**src/rtl/btb_assoc.sv**
```systemverilog
// Set-associative branch target buffer: zero-latency lookup by fetch PC,
// registered training from execute with per-set round-robin replacement.
module btb_assoc #(
    parameter int PC_W     = 29,
    parameter int TARGET_W = 30,
    parameter int SETS     = 16,
    parameter int WAYS     = 2
) (
    input  logic                clk,
    input  logic                rst,
    input  logic [PC_W-1:0]     fetch_PC,
    output logic                hit,
    output logic [TARGET_W-1:0] target,
    output logic [1:0]          btype,
    output logic                taken,
    input  logic                load,
    input  logic [PC_W-1:0]     new_PC,
    input  logic [TARGET_W-1:0] new_target,
    input  logic [1:0]          new_btype,
    input  logic                new_taken,
    input  logic                flush
);

    localparam int IDX_W = $clog2(SETS);
    localparam int TAG_W = PC_W - IDX_W;
    localparam int WAY_W = (WAYS > 1) ? $clog2(WAYS) : 1;

    logic                valid_q  [SETS][WAYS];
    logic                valid_d  [SETS][WAYS];
    logic [TAG_W-1:0]    tag_q    [SETS][WAYS];
    logic [TAG_W-1:0]    tag_d    [SETS][WAYS];
    logic [TARGET_W-1:0] target_q [SETS][WAYS];
    logic [TARGET_W-1:0] target_d [SETS][WAYS];
    logic [1:0]          btype_q  [SETS][WAYS];
    logic [1:0]          btype_d  [SETS][WAYS];
    logic [1:0]          ctr_q    [SETS][WAYS];
    logic [1:0]          ctr_d    [SETS][WAYS];
    logic [WAY_W-1:0]    rr_q     [SETS];
    logic [WAY_W-1:0]    rr_d     [SETS];

    logic [IDX_W-1:0] f_idx;
    logic [TAG_W-1:0] f_tag;
    logic [IDX_W-1:0] u_idx;
    logic [TAG_W-1:0] u_tag;
    logic             u_hit;
    logic [WAY_W-1:0] u_way;
    logic             inv_found;
    logic [WAY_W-1:0] inv_way;
    logic [WAY_W-1:0] victim;

    assign f_idx = fetch_PC[IDX_W-1:0];
    assign f_tag = fetch_PC[PC_W-1:IDX_W];
    assign u_idx = new_PC[IDX_W-1:0];
    assign u_tag = new_PC[PC_W-1:IDX_W];

    function automatic logic [1:0] ctr_next(input logic [1:0] c, input logic up);
        if (up) begin
            ctr_next = (c == 2'b11) ? 2'b11 : c + 2'b01;
        end else begin
            ctr_next = (c == 2'b00) ? 2'b00 : c - 2'b01;
        end
    endfunction

    always_comb begin
        hit    = 1'b0;
        target = '0;
        btype  = 2'b00;
        taken  = 1'b0;
        for (int w = 0; w < WAYS; w++) begin
            if (!hit && valid_q[f_idx][w] && (tag_q[f_idx][w] == f_tag)) begin
                hit    = 1'b1;
                target = target_q[f_idx][w];
                btype  = btype_q[f_idx][w];
                taken  = (btype_q[f_idx][w] != 2'b00) ? 1'b1 : ctr_q[f_idx][w][1];
            end
        end
    end

    always_comb begin
        valid_d   = valid_q;
        tag_d     = tag_q;
        target_d  = target_q;
        btype_d   = btype_q;
        ctr_d     = ctr_q;
        rr_d      = rr_q;
        u_hit     = 1'b0;
        u_way     = '0;
        inv_found = 1'b0;
        inv_way   = '0;
        victim    = '0;
        // Tags are unique per set, so at most one way matches.
        for (int w = 0; w < WAYS; w++) begin
            if (valid_q[u_idx][w] && (tag_q[u_idx][w] == u_tag)) begin
                u_hit = 1'b1;
                u_way = WAY_W'(w);
            end
            if (!inv_found && !valid_q[u_idx][w]) begin
                inv_found = 1'b1;
                inv_way   = WAY_W'(w);
            end
        end
        if (flush) begin
            for (int s = 0; s < SETS; s++) begin
                for (int w = 0; w < WAYS; w++) begin
                    valid_d[s][w] = 1'b0;
                end
            end
        end else if (load) begin
            if (u_hit) begin
                target_d[u_idx][u_way] = new_target;
                btype_d[u_idx][u_way]  = new_btype;
                ctr_d[u_idx][u_way]    = ctr_next(ctr_q[u_idx][u_way], new_taken);
            end else begin
                victim = inv_found ? inv_way : rr_q[u_idx];
                if (!inv_found && (WAYS > 1)) begin
                    rr_d[u_idx] = rr_q[u_idx] + WAY_W'(1);
                end
                valid_d[u_idx][victim]  = 1'b1;
                tag_d[u_idx][victim]    = u_tag;
                target_d[u_idx][victim] = new_target;
                btype_d[u_idx][victim]  = new_btype;
                ctr_d[u_idx][victim]    = new_taken ? 2'b10 : 2'b01;
            end
        end
    end

    always_ff @(posedge clk) begin
        if (rst) begin
            for (int s = 0; s < SETS; s++) begin
                rr_q[s] <= '0;
                for (int w = 0; w < WAYS; w++) begin
                    valid_q[s][w] <= 1'b0;
                    ctr_q[s][w]   <= 2'b00;
                end
            end
        end else begin
            valid_q <= valid_d;
            ctr_q   <= ctr_d;
            rr_q    <= rr_d;
        end
    end

    // Payload needs no reset: it is only observable behind a set valid bit.
    always_ff @(posedge clk) begin
        tag_q    <= tag_d;
        target_q <= target_d;
        btype_q  <= btype_d;
    end

endmodule
```
**config.mk**
```make
export PLATFORM = sky130hd
export DESIGN_NAME = btb_assoc
export DESIGN_NICKNAME = d
export VERILOG_FILES = /design/src/rtl/btb_assoc.sv
export SDC_FILE = /design/constraint.sdc
export NUM_CORES = 2
export LEC_CHECK = 0
export BUFFER_PORTS_ARGS = -buffer_cell sky130_fd_sc_hd__buf_2
export CORE_MARGIN = 4
export CORE_UTILIZATION = 55
export CTS_BUF_LIST = sky130_fd_sc_hd__clkbuf_16
export CTS_CLUSTER_SIZE = 24
export DETAILED_ROUTE_END_ITERATION = 12
export GPL_TIMING_DRIVEN = 0
export HOLD_SLACK_MARGIN = 0.08
export PLACE_DENSITY = 0.73
export SETUP_SLACK_MARGIN = 0.1
export SLEW_MARGIN = 0
export SYNTH_ARGS = -nofsm -noshare
export SYNTH_HDL_FRONTEND = slang
export SYNTH_SLANG_ARGS = --single-unit
```
**constraint.sdc**
```tcl
create_clock -name clk -period 7.4 [get_ports clk]
set_clock_uncertainty 0.05 [all_clocks]
set_input_delay 0.74 -clock clk [delete_from_list [all_inputs] [get_ports clk]]
set_output_delay 0.74 -clock clk [all_outputs]
set_load 0.1 [all_outputs]
```
==> results.toml <==
[yosys]
yosys.area.top_type = "edfxtp_1"
synth_enable_flop_cells = 1824
ys_warn_count = 0
netlist.area_leader.share_pct = 60.3
synth_area_sq_um = 90900
postSynthCellCount = 5428
synth_nets = 5523
ys_seq_area_share_pct = 62.7
synth.most_common_cell = "edfxtp_1"
syn_avg_cell_area_sq_um = 16.7
synth-main-ff-cell = "edfxtp_1"
synth_area_leaders = "edfxtp_1 (60%), mux4_2 (19%), and3_1 (4.2%), and2_1 (2.9%), dfxtp_1 (2.5%)"
synth.distinct_cells = 75
synth_common_cells = "edfxtp_1 (1824), mux4_2 (772), and3_1 (614), and2_1 (421), clkbuf_1 (398)"
synth_seq_cells = 1936
ys_async_sr_fraction_pct = 0

[timing]
min_period_over_period_pct = 103
min_period_ns = 7.64
rsz0062_at_grt = "true"
setup_ws_ns = -0.237
timing.hold.ws_ns = 0.172
hold_viol = 0
fmax_mhz = 131
slew_headroom_pct = -12.7
maxSlewViolCount = 66
worst_pin_slew_ns = 1.69
setup_viol = 86

[cts]
cts_tree = "built"
clk_latency_ns = 0.87
cts_root_buf = "clkbuf_16"
cts_htree_levels = 4
holdBufCountCts = 0
clk_pin_slew_ns = 0.06
tritoncts.num_buffers = 198
cts_buffer_depth = 3
cts.sinks = 1936

[pwr]
p_sw_share_pct = 23.9
netSwitchingPower_w = 0.00563
p_seq_share_pct = 50.9
p_comb_share_pct = 7.8
p_int_w = 0.0179
clockPowerShare_pct = 41.4
p_leak_nw = 32.9
power.density_nw_per_um2 = 229
vdd_drop_max_uv = 295

[drt]
wl_per_cell_microns = 41.3
finalWirelength_microns = 339000
post_drt_via_cell_ratio = 7.43
firstDrtPassIters = 7
vias = 60898
ant_nets = 0
drcViolationCount = 0
drt-initial-drc-count = 11919

[critical_path]
cp.arrival_ns = 6.85
worstSetupPathType = "primary input to output pin"
path_max_fanout = 10
cp-end-kind = "output pin"
required_ns = 6.61
start_kind = "primary input"

[global_route]
met2_usage_pct = 57.3
antenna_found_initial = 17
grt_start_max_net_pins = 39
overflow = 0
grt_pass1_vias = 59477
track_usage_pct = 38.9
grtUsageMet3_pct = 12.7
top_usage_layer = "met2"
grtUsageMet1_pct = 47.2
grt_first_pass_wirelength_microns = 465000

[floorplan]
io_pins = 129
die_h_microns = 415
start_util_pct = 55.6
row_count = 148
dieWidth_microns = 415
dieArea_sq_um = 172000
core_sq_um = 164000

[layout]
stdcell_area_sq_um = 103000
fillers = 11433
nNetsFinal = 5943
drive_gt1_share_pct = 25.7
area_delta_synth_final_pct = 13.2

[place]
dp_hpwl_microns = 238000
placed_area_sq_um = 96500
port_buffers = 120
gp_congestion = 1.02

[status]
status = "finished, violations left"
violations = "max-capacitance violations, max-slew violations, negative setup slack"

[worst_hold_path]
min_path_type = "primary input to register"

[flow_run]
cap_violations = 6
==> sequential cells by signal (all words and copies together), names as in the netlist <==
name,count
btype_q,64
ctr_q,64
rr_q,16
tag_q,800
target_q,960
valid_q,32
==> routing by layer <==
layer | wire, microns | vias to the layer above | share of wire (%)
li1 | - | 22688 | -
met1 | 105000 | 30339 | 31
met2 | 149000 | 6237 | 44
met3 | 49000 | 1622 | 14
met4 | 36200 | 12 | 11
met5 | 97 | - | 0.029
==> repair_timing <==
action / CTS / global route
buffers inserted: 0 / 5
setup endpoints to repair: 211 / 413
pin swaps: 0 / 4
resized for setup: 63 / 36
==> power groups by stage <==
stage	Combinational [W]	Clock [W]	Sequential, W
floorplan	0.000937	0	0.0122
global placement	0.00170	0	0.0122
detailed placement	0.00174	0	0.0122
CTS	0.00175	0.00967	0.0120
global route	0.00183	0.0102	0.0120
finish	0.00183	0.00974	0.0120
==> metrics by stage <==
step | std cells | utilization (%) | setup WS [ns] | setup TNS (ns) | total power, W
after floorplan | 5428 | - | 0.252 | 0 | 0.0131
after global placement | 7723 | 57.6 | -4.05 | -4652.16 | 0.0139
after detailed placement | 7819 | 59.0 | -1.47 | -470.91 | 0.0139
after CTS | 8178 | 62.8 | 0.102 | 0 | 0.0234
after global routing | 8184 | 62.9 | 0.0824 | 0 | 0.0240
final | 8193 | 62.9 | -0.237 | -8.34 | 0.0236
==> layout make-up <==
type / instances / area (sq um) / share of cell area [%]
Tap cell: 2175 / 2720 / 2.65
Sequential cell: 1936 / 57000 / 55.4
Buffer: 562 / 2610 / 2.54
Inverter: 41 / 154 / 0.150
Clock inverter: 157 / 1090 / 1.06
Clock buffer: 203 / 5080 / 4.94
Multi-Input combinational cell: 2888 / 31700 / 30.8
Antenna cell: 10 / 25.0 / 0.0243
Timing Repair Buffer: 221 / 2450 / 2.38
==> layout by cell type, fill, tap and decap left out, drive strengths merged, types with 112 or more instances in the layout <==
cell	instances
edfxtp	1824
mux4	772
and3	614
clkbuf	610
and2	421
buf	367
mux2i	146
nor2	142
nand2	130
dfxtp	112
==> worst paths after layout <==
path	startpoint	endpoint	slack [ns]	cells after the start
min	flush	valid_q[24]	0.17	3
min reg2reg	rr_q[4]	rr_q[4]	0.41	2
max	fetch_PC[3]	target[27]	-0.24	10
max reg2reg	tag_q[222]	target_q[912]	1.25	13
==> critical path: stages <==
cell and delay (ns):
clkbuf_1 0.54, clkbuf_2 0.61, clkbuf_2 0.58, clkbuf_2 0.78, clkbuf_1 1.00, clkbuf_1 0.85, mux4_2 0.48, nand3_1 0.32
o21ai_0 0.47, clkbuf_4 0.43
==> logic make-up after synthesis <==
family,after synthesis,synth area share (%)
flops,1936,62.7
simple gates,1469,9.42
mux,945,21.1
buf+inv,604,2.89
compound gates,359,2.78
xor+xnor,111,1.07
fa+ha+maj,4,0.0441
Note: power is estimated with default switching activity, not from simulation.
